### src/rtl/level_debouncer.sv
// Debounces a synchronized level input.
// The output follows a new level only after it holds for STABLE_TICKS sample ticks.
module level_debouncer #(
    parameter int STABLE_TICKS = 3
) (
    input  logic clk,
    input  logic reset,
    input  logic level,
    input  logic m_tick,
    output logic curr_level
);

    localparam int CNT_W = (STABLE_TICKS > 1) ? $clog2(STABLE_TICKS) : 1;
    localparam logic [CNT_W-1:0] LAST = CNT_W'(STABLE_TICKS - 1);

    typedef enum logic [1:0] {
        ZERO  = 2'b00,
        WAIT1 = 2'b01,
        ONE   = 2'b10,
        WAIT0 = 2'b11
    } state_t;

    state_t           r_state;
    state_t           w_state_nxt;
    logic [CNT_W-1:0] r_cnt;
    logic [CNT_W-1:0] w_cnt_nxt;

    always_ff @(posedge clk) begin
        if (!reset) begin
            r_state <= ZERO;
            r_cnt   <= '0;
        end else begin
            r_state <= w_state_nxt;
            r_cnt   <= w_cnt_nxt;
        end
    end

    // A level reversal in a wait state wins over a coincident tick.
    always_comb begin
        w_state_nxt = r_state;
        w_cnt_nxt   = r_cnt;
        case (r_state)
            ZERO: begin
                if (level) begin
                    w_state_nxt = WAIT1;
                    w_cnt_nxt   = '0;
                end
            end
            WAIT1: begin
                if (!level) begin
                    w_state_nxt = ZERO;
                    w_cnt_nxt   = '0;
                end else if (m_tick && (r_cnt == LAST)) begin
                    w_state_nxt = ONE;
                    w_cnt_nxt   = '0;
                end else if (m_tick) begin
                    w_cnt_nxt = r_cnt + CNT_W'(1);
                end
            end
            ONE: begin
                if (!level) begin
                    w_state_nxt = WAIT0;
                    w_cnt_nxt   = '0;
                end
            end
            WAIT0: begin
                if (level) begin
                    w_state_nxt = ONE;
                    w_cnt_nxt   = '0;
                end else if (m_tick && (r_cnt == LAST)) begin
                    w_state_nxt = ZERO;
                    w_cnt_nxt   = '0;
                end else if (m_tick) begin
                    w_cnt_nxt = r_cnt + CNT_W'(1);
                end
            end
            default: begin
                w_state_nxt = ZERO;
                w_cnt_nxt   = '0;
            end
        endcase
    end

    always_comb begin
        curr_level = (r_state == ONE) || (r_state == WAIT0);
    end

endmodule

### config.mk
export PLATFORM = sky130hd
export DESIGN_NAME = level_debouncer
export DESIGN_NICKNAME = d
export VERILOG_FILES = /design/src/rtl/level_debouncer.sv
export SDC_FILE = /design/constraint.sdc
export NUM_CORES = 1
export LEC_CHECK = 0
export ABC_AREA = 1
export CAP_MARGIN = 20
export CORE_AREA = 2 2 39 41
export DETAILED_ROUTE_END_ITERATION = 6
export DIE_AREA = 0 0 41 43
export GPL_TIMING_DRIVEN = 0
export PLACE_DENSITY_LB_ADDON = 0.2
export SYNTH_ARGS = -nofsm -noshare
export SYNTH_HDL_FRONTEND = slang
export SYNTH_SLANG_ARGS = --single-unit
### constraint.sdc
create_clock -name clk -period 1.2 [get_ports clk]
set_input_delay 0.24 -clock clk [delete_from_list [all_inputs] [get_ports clk]]
set_output_delay 0.24 -clock clk [all_outputs]
set_load 0.02 [all_outputs]
==> Word-level counts from Yosys, hierarchy flattened <==
Index checks and enable logic that the tools add are counted.
{ "classes": {"add_sub_neg": 1, "eq_ne": 8, "n_mux": 14, "n_reduce_logical": 5} }
{ "op_table": {"columns": ["cell", "count"], "rows": [
  ["$mux 2", 12],
  ["$pmux 2 s4", 2],
  ["$eq 2x2->1 const B", 3],
  ["$ne 3x3->1 const B", 2],
  ["$ne 2x2->1 const B", 2],
  ["$reduce_and 4->1", 1],
  ["$add 2x1->2 const B", 1],
  ["$eq 2x1->1 const B", 1],
  ["$logic_not 2->1", 1],
  ["$reduce_and 2->1", 1],
  ["$logic_and 1x1->1", 1],
  ["$logic_or 1x1->1", 1]
]} }
{ "totals": {"register_bits": 4, "elab_cells": 30} }

==> Depth between registers and ports, before layout <==
{ "depth": {"depth_word": 5, "ltp_mapped": 7} }

==> Worst setup path after synthesis <==
Ideal clock, no wire load.
{ "synth_path": {"path_type": "register -> register", "startpoint": "register r_cnt[0]", "endpoint": "register r_cnt[1]", "setup_time_ns": 0.066, "arrival_time_ns": 1.003, "required_ns": 1.134, "slack_ns": 0.131, "path_stages_with_launch": 8, "period_less_slack_ns": 1.069, "cell_sequence": "dfxtp_1 > inv_1 > ha_1 > nand2_1 > nand2_1 > nor2_2 > nand2_1 > a21oi_2"} }
{ "synth_between": {"elab_chain_cells": 5, "word_cells_on_any_way": 8, "classes_between": "add/sub (1); eq/ne (1); mux (5); reduce/logical (1)"} }
{ "synth_rtl": {"columns": ["element", "line", "source"], "rows": [
  ["start: declaration", "25", "logic [CNT_W-1:0] r_cnt;"],
  ["start signal: assignment", "34", "r_cnt <= w_cnt_nxt;"],
  ["$add 2x1->2 or $eq 2x2->1 (tied branches)", null, null],
  ["$mux 2 or $logic_and 1x1->1 (tied branches)", null, null],
  ["$mux 2 (*)", "53", "end else if (m_tick && (r_cnt == LAST)) begin"],
  ["$mux 2, on equally long branches", "67, 50", null],
  ["$pmux 2 s4 (*)", "42", "case (r_state)"]
]} }
Every way passes the cells marked *; elsewhere a longest branch is shown, timed or not.
A chain may end at the register's enable or synchronous reset.

==> flow_metrics.env <==
export IMPL_drc=0
export IMPL_cts_buffers=3
export IMPL_yosys_area_share_simple_pct=37.0
export IMPL_setup_slack_ns=0.126
export IMPL_slowest_delay_ns=0.36
export IMPL_area_growth_pct=37.9
export IMPL_postRouteAntennaNets=0
export IMPL_ys_seq_area_share_pct=30.3
export IMPL_min_path_type="primary input to flop"
export IMPL_synth_yosys_warnings=0
export IMPL_yosys_register_bits=4
export IMPL_clkTransAtPathRegs_ns=0.04
export IMPL_crit_chain="clkbuf_1 -> buf_2"
export IMPL_finalHoldViolations=0
export IMPL_dpl_worst_slack_ns=-0.153
export IMPL_overflow=0
export IMPL_rsz0062_at_grt="no"
export IMPL_finalCriticalPeriod_ns=1.07
export IMPL_drt_total_wl_microns=508
export IMPL_syn_area_per_cell_sq_um=6.29
export IMPL_h_tree_depth=1
export IMPL_vias=258
export IMPL_cts_hold_buf=0
export IMPL_cts_root_buffer="clkbuf_4"
export IMPL_cts_sinks=4
export IMPL_finalNetCount=56
export IMPL_die_y_microns=43
export IMPL_rows=14
export IMPL_final_util_pct=26.3
export IMPL_cts_path_max_buffers=2
export IMPL_track_usage_pct=8.73
export IMPL_arrival_ns=0.83
export IMPL_max_cap_violations=0
export IMPL_antenna_found_initial=0
export IMPL_core_sq_mm=0.00138
export IMPL_via_per_inst=3.97
export IMPL_slew_viol_final=0
export IMPL_max_slew_margin_pct=86.8
export IMPL_grt_pass1_wl_microns=979
export IMPL_dp_hpwl_microns=406
export IMPL_fin_crit_sh_pct=89.5
export IMPL_status="finished, final reports clean"
export IMPL_synth_top_family_by_area="simple AND/OR/NAND/NOR gates"
export IMPL_setup_viol=0
export IMPL_cp_required_ns=0.96
export IMPL_vdd_drop_max_uv=616
export IMPL_yosys_mux_area_fraction_pct=0
export IMPL_start_util_pct=19.1
export IMPL_powerDensity_mw_per_mm2=1040
export IMPL_synth_adder_area_share_pct=4.74
export IMPL_ff2ff_path_depth=7
export IMPL_crit_type="flop to output pin"
export IMPL_yosys_area_share_xor_xnor_pct=0
export IMPL_slowest_stage="dfxtp_2"
export IMPL_synth_cells=42
export IMPL_finalPower_mw=0.379
export IMPL_synth_compound_area_share_pct=16.6
export IMPL_cts_tree="done"
export IMPL_cellLeakagePower_nw=0.171
export IMPL_hold_slack_ns=0.411
export IMPL_synth_area_sq_um=264
export IMPL_die_area_sq_mm=0.00176
export IMPL_insertion_delay_ns=0.23
export IMPL_drt_first_pass_iters=4
export IMPL_grt_pass1_vias=236
export IMPL_dr_first_iter_drc_count=6
export IMPL_gp_congestion=0.714
export IMPL_hold_path_cell_count=4
export IMPL_fillerInstances=162
export IMPL_dp_cells=62
export IMPL_path_max_fanout=5
export IMPL_ys_types=14
export IMPL_start_kind="flop"
export IMPL_final_cell_mix="15 x nand2_1, 4 x inv_1"
export IMPL_final_common_cell="nand2_1"
export IMPL_diodes=0
export IMPL_endpoint_kind="output pin"
export IMPL_multi_input_area_sq_um=169
export IMPL_tightest_slew_ns=0.197
export IMPL_synth_nets=47
export IMPL_grt_start_max_net_pins=6
export IMPL_wire_per_inst_microns=7.82
export IMPL_layout_drive_gt1_share_pct=36.7
export IMPL_finClkSkew_ns=0.00246
export IMPL_die_x_microns=41
export IMPL_io_pins=5
export IMPL_fin_cells=65
export IMPL_io_buffers=4
export IMPL_fmax_mhz=931
export IMPL_seq_area_sq_um=82.6
per-layer routing:
layer | vias up | share of wire [%] | track usage, %
met5 | - | 0 | 0
met1 | 109 | 48 | 11.3
li1 | 143 | - | -
met4 | 0 | 0 | 2.00
met2 | 6 | 42 | 9.69
met3 | 0 | 9.6 | 9.42
worst max-delay path, delay by kind of cell, from the launching register on:
kind / cells / cell delay [ns]
flops: 1 / 0.36
buf+inv: 2 / 0.24
through the flow:
stage	cell area (sq um)	setup TNS, ns
6_report	364	0
5_1_grt	364	0
4_1_cts	349	0
3_5_place_dp	324	-0.595
3_3_place_gp	324	-0.627
2_1_floorplan	264	0
cell families (layout without fill, tap and decap cells):
| group | count (synthesis) | count (layout) |
|---|---|---|
| flops | 4 | 4 |
| compound gates | 6 | 6 |
| buf+inv | 8 | 15 |
| fa+ha+maj | 1 | 1 |
| simple gates | 23 | 23 |
synth_stat cells:
library cell  instances  area share [%]
a21oi_1               1             1.9
a21oi_2               3              10
clkbuf_1              1             1.4
dfxtp_1               4              30
ha_1                  1             4.7
inv_1                 5             7.1
inv_2                 2             2.8
nand2_1              16              23
nand2_2               2             4.7
nand3_1               1             1.9
nor2_1                2             2.8
nor2_2                2             4.7
o211ai_1              1             2.8
o21ai_0               1             1.9
worst paths after layout:
check                start  slack [ns]    endpoint
setup / recovery      flop        0.13  curr_level
hold / removal      m_tick        0.41  r_state[0]
setup reg to reg  r_cnt[0]        0.15    r_cnt[0]
hold reg to reg   r_cnt[0]        0.49    r_cnt[0]
area by class of cell:
cell class	count	area share [%]
well taps	16	5.50
repair buffers	4	11.0
multi-input cells	30	46.4
clock buffers	3	6.19
plain buffers	1	1.03
inverters	7	7.22
flip-flops and latches	4	22.7
power by group:
part	internal (mW)	total, mW	switching (mW)
registers	0.141	0.149	0.00858
logic	0.0281	0.0662	0.0382
clock network	0.112	0.164	0.0523
total	0.280	0.379	0.0990
timing repair:
action                                  in CTS  in global routing
cloned                                       0                  0
buffers inserted                             0                  0
endpoints found under the setup margin       1                  4
resized for setup                            4                  8
pin swaps                                    0                  3
Power figures use the tool's default switching activity.
==> RTL change 1, RTL diff (config.mk and constraints unchanged) <==
Set the parameter `STABLE_TICKS` to 2 (it was 3).
--- a/src/rtl/level_debouncer.sv
+++ b/src/rtl/level_debouncer.sv
@@ -1,7 +1,7 @@
 // Debounces a synchronized level input.
 // The output follows a new level only after it holds for STABLE_TICKS sample ticks.
 module level_debouncer #(
-    parameter int STABLE_TICKS = 3
+    parameter int STABLE_TICKS = 2
 ) (
     input  logic clk,
     input  logic reset,
Function: changed (a bounded check fails within 4 cycles, from zero or initial values and one cycle with reset low).
==> RTL change 1 against the unedited design <==
  * Via count fell by 40%
  * Synthesized cell count fell by 48%
  * Area after synthesis fell by 43%
  * Largest power group unchanged
  * Wire length fell by 30%
  * Core utilization fell by 9.4 points
  * Cell area fell by 36%
  * Total power fell by 19%
  * Worst hold slack improved by 0.14 ns
  * Worst setup slack improved by 0.012 ns
  * Sequential cell count fell by 1
==> RTL change 1: results (changes against the unedited design) <==
outcome=complete, no violations; asr flop ratio synth=0% (unchanged); CTS Root Cell=clkbuf_4; post-CTS setup repair buffer count=0 (unchanged); via count=156 (-40%); gr usage total=6.720% (-2.0 points); crit path max fanout=4 (-1); Max VDD drop=0.1693 mV (-73%); arrival time of the worst setup path=0.82 ns; First-pass DRT Iterations=1 (-3); r2r worst-path depth=5 (-2); number of port buffers=4 (unchanged); drc violations=0 (unchanged); WL/cell=7.717 um (-1.3%); Relative slew margins=90.55% (+3.7 points); Primary FF master, synth=dfxtp_1; worst skew pair latency=0.23 ns (about the same); Layout fillers=161 (-0.62%); Post-Syn Nets=27 (-43%); routed wire length=355 um (-30%); fraction of layout instances using a drive strength above 1=26.67% (-10 points); YS warnings=0 (unchanged); largest net degree at the start of global routing=5 (-1); post-DP HPWL=292.5 um (-28%); top cell types by occurrence after synthesis=6 x nand2_1, 3 x dfxtp_1, 3 x inv_1; Lkg Pwr=0.1133 nW (-34%); post-CTS resize count=4 (unchanged); Hold Path Class=flop to flop; Nets=36 (-36%); first-pass GRT wire length=641 um (-35%); Hold Path Depth=3 (-1); final clock skew=0.0009143 ns (-0.001549 ns); CTS H-tree depth=1 (unchanged); Synth area leaders=dfxtp_1 40%, nand2_1 15%, ha_1 8.3%; synthesized area per cell=6.882 um^2 (+9.5%); clk slew on worst S/H paths=0.04 ns (about the same); Clock Tree Buf Depth=2 (unchanged); GP Congestion=0.5291 (-26%); sequential fraction of the synthesis area=39.67% (+9.3 points); Distinct cells, synth=11 (-3); number of cells after detailed placement=42 (-32%); 1st-iter DRT viols=0 (-6); initial antenna violation count=0 (unchanged); Ant. Diodes=0 (unchanged); TritonCTS buffer count=3 (unchanged)
[RTL change 1: cell count changes after synthesis, moves of 2 or more]
cell     before  now
nand2_1      16    6
nor2_1        2    0
a21oi_2       3    0
inv_1         5    3
[RTL change 1: final timing paths]
path	slack [ns]	startpoint	endpoint
max	0.14	flop	curr_level
min	0.55	r_state[0]	r_state[0]
max reg2reg	0.29	r_cnt	flop
min reg2reg	0.55	r_state[0]	r_state[0]
[RTL change 1: worst max-delay path, cell delays in order, from the launching register on]
cell and delay [ns]:
dfxtp_2 0.35, clkbuf_1 0.09, buf_2 0.15
[RTL change 1: cell families after synthesis]
family,after synthesis,share of synthesized area [%]
buf+inv,5,12.39
fa+ha+maj,1,8.263
simple gates,10,29.76
compound gates,3,9.914
flops,3,39.67
[RTL change 1: per-stage QoR]
stage	power [mW]	setup slack, ns	area, um^2	setup TNS, ns
finish	0.3089	0.1379	234.0	0
global route	0.3382	0.04205	234.0	0
CTS	0.3194	0.01919	240.2	0
detailed placement	0.1357	-0.1129	211.5	-0.2751
global placement	0.1345	-0.09593	211.5	-0.2126
floorplan	0.1208	0.3436	151.4	0
[RTL change 1: area by class of cell]
cell class                 count  area (um^2)  share of cell area (%)
multi-input combinational     14        72.57                   31.02
tap                           16        20.02                   8.556
buffer                         1        3.754                   1.604
sequential                     3        61.31                   26.20
clock buffer                   4        26.28                   11.23
inverter                       4        15.01                   6.417
timing repair buffer           4        35.03                   14.97
[RTL change 1: metal layers]
| layer | track usage (%) | wire [um] | vias up |
|---|---|---|---|
| met3 | 4.712 | 8 | 4 |
| met4 | 10.00 | 29 | 0 |
| met2 | 8.125 | 203 | 4 |
| met5 | 0 | 0 | - |
| li1 | - | - | 83 |
| met1 | 5.449 | 114 | 65 |
[RTL change 1: power by group]
group	leakage [nW]	switching [mW]	internal [mW]
sequential	0.0250	0.00253	0.104
clock	0.0150	0.0507	0.125
combinational	0.0732	0.0117	0.0154
total	0.113	0.0650	0.244
==> RTL change 2, RTL diff (config.mk and constraints unchanged) <==
Made on the original files. Add an input register stage for `level` and `m_tick`, cleared by the reset; this delays them by one clock.
--- a/src/rtl/level_debouncer.sv
+++ b/src/rtl/level_debouncer.sv
@@ -20,6 +20,19 @@
         WAIT0 = 2'b11
     } state_t;
 
+    logic level_q;
+    logic m_tick_q;
+
+    always_ff @(posedge clk) begin
+        if (!reset) begin
+            level_q  <= '0;
+            m_tick_q <= '0;
+        end else begin
+            level_q  <= level;
+            m_tick_q <= m_tick;
+        end
+    end
+
     state_t           r_state;
     state_t           w_state_nxt;
     logic [CNT_W-1:0] r_cnt;
@@ -41,36 +54,36 @@
         w_cnt_nxt   = r_cnt;
         case (r_state)
             ZERO: begin
-                if (level) begin
+                if (level_q) begin
                     w_state_nxt = WAIT1;
                     w_cnt_nxt   = '0;
                 end
             end
             WAIT1: begin
-                if (!level) begin
+                if (!level_q) begin
                     w_state_nxt = ZERO;
                     w_cnt_nxt   = '0;
-                end else if (m_tick && (r_cnt == LAST)) begin
+                end else if (m_tick_q && (r_cnt == LAST)) begin
                     w_state_nxt = ONE;
                     w_cnt_nxt   = '0;
-                end else if (m_tick) begin
+                end else if (m_tick_q) begin
                     w_cnt_nxt = r_cnt + CNT_W'(1);
                 end
             end
             ONE: begin
-                if (!level) begin
+                if (!level_q) begin
                     w_state_nxt = WAIT0;
                     w_cnt_nxt   = '0;
                 end
             end
             WAIT0: begin
-                if (level) begin
+                if (level_q) begin
                     w_state_nxt = ONE;
                     w_cnt_nxt   = '0;
-                end else if (m_tick && (r_cnt == LAST)) begin
+                end else if (m_tick_q && (r_cnt == LAST)) begin
                     w_state_nxt = ZERO;
                     w_cnt_nxt   = '0;
-                end else if (m_tick) begin
+                end else if (m_tick_q) begin
                     w_cnt_nxt = r_cnt + CNT_W'(1);
                 end
             end
Check against the original RTL: not equivalent (Yosys sat finds a counterexample within 10 cycles, from zero or initial values and one cycle with reset low).
==> RTL change 2 against the unedited design <==
  * Clock power rose by 7%
  * Synthesized cell count is 14% higher
  * Wire length grew 1.4%
  * Sequential cell count grew 2
  * Core utilization grew 3.4 points
  * Die area unchanged
  * Via count increased by 15%
  * Worst setup slack got worse by 0.027 ns
  * Total power is 20% higher
  * Area after synthesis rose by 21%
  * Count of clock-buffer cells in the layout did not move
  * Cell area is 13% higher
==> RTL change 2: results (changes against the unedited design) <==
outcome=complete, no violations; vias in the first global route=266 (+13%); 1st-iter DRT viols=3 (-3); top cell types by occurrence after synthesis=18 x nand2_1, 7 x inv_1, 6 x dfxtp_1; WL/cell=7.153 um (-8.5%); GP Congestion=0.6732 (-5.7%); mean number of vias per cell=4.111 (+3.6%); Sw Ratio=23.22% (-2.9 points); sequential fraction of the synthesis area=37.65% (+7.3 points); fraction of layout instances using a drive strength above 1=32.14% (-4.6 points); crit path max fanout=2 (-3); synthesized instance count=48 (+14%); P_clk=0.175 mW (+7%); post-DP HPWL=411.5 um (+1.3%); pwr dens=1104 mW/mm^2 (+6.0%); Lkg Pwr=0.1836 nW (+7.3%); Synth area leaders=dfxtp_1 38%, nand2_1 21%, inv_1 8.2%; cell family with most CP delay=simple AND/OR/NAND/NOR gates; Post-Syn Nets=53 (+13%); gr usage total=8.853% (+0.12 points); Hold Path Class=flop to flop; Relative slew margins=87.04% (+0.19 points); Layout fillers=156 (-3.7%); Nets=63 (+13%); number of cells after detailed placement=68 (+9.7%); Max VDD drop=0.4313 mV (-30%); combinational power=0.0598 mW (-9.7%); via count=296 (+15%); first-pass GRT wire length=966 um (-1.3%)
## RTL change 2: cell type report
class,instances,area [um^2],share of cell area [%]
Clock buffer,3,22.52,5.471
Multi-Input combinational cell,32,166.4,40.43
Sequential cell,6,122.6,29.79
Tap cell,16,20.02,4.863
Timing Repair Buffer,5,42.54,10.33
Inverter,9,33.78,8.207
Buffer,1,3.754,0.9119
## RTL change 2: final timing paths
kind | start | endpoint | slack [ns] | cells after the start
worst max-delay path | r_cnt[0] | r_cnt[0] | 0.1 | 7
worst min register to register | r_cnt[1] | r_cnt[1] | 0.50 | 2
worst min-delay path | r_cnt[1] | r_cnt[1] | 0.50 | 2
worst max register to register | r_cnt[0] | r_cnt[0] | 0.1 | 7
## RTL change 2: what timing repair did
action,CTS,global route
pin swaps,1,3
gates resized for setup,4,4
setup endpoints to repair,2,4
setup buffers,0,1
## RTL change 2: metal layers
layer / wire length (um) / GRT usage, %
met5: 0 / 0
met4: 0 / 12.00
met3: 13 / 1.571
met2: 272 / 11.88
met1: 229 / 9.385
## RTL change 2: worst min-delay path, delay by kind of cell, from the launching register on
family          cells  cell delay (ns)
flops               1             0.32
compound gates      1             0.05
simple gates        1             0.08
## RTL change 2: metrics by stage
step	hold slack (ns)	setup TNS, ns	worst slack [ns]
floorplan	0.3335	0	0.1306
global placement	0.4824	-0.1226	-0.1226
detailed placement	0.4842	-0.1139	-0.1139
CTS	0.4902	0	0.009192
global route	0.5554	0	0.01748
finish	0.4978	0	0.09889
## RTL change 2: cell families (layout without fill, tap and decap cells)
logic type | count (synthesis) | after routing | synth area share, %
AO/OA/AOI/OAI | 6 | 6 | 13.72
adder cells (fa/ha/maj) | 1 | 1 | 3.921
AND/OR/NAND/NOR | 25 | 25 | 32.94
buffers and inverters | 10 | 18 | 11.77
flip-flops | 6 | 6 | 37.65
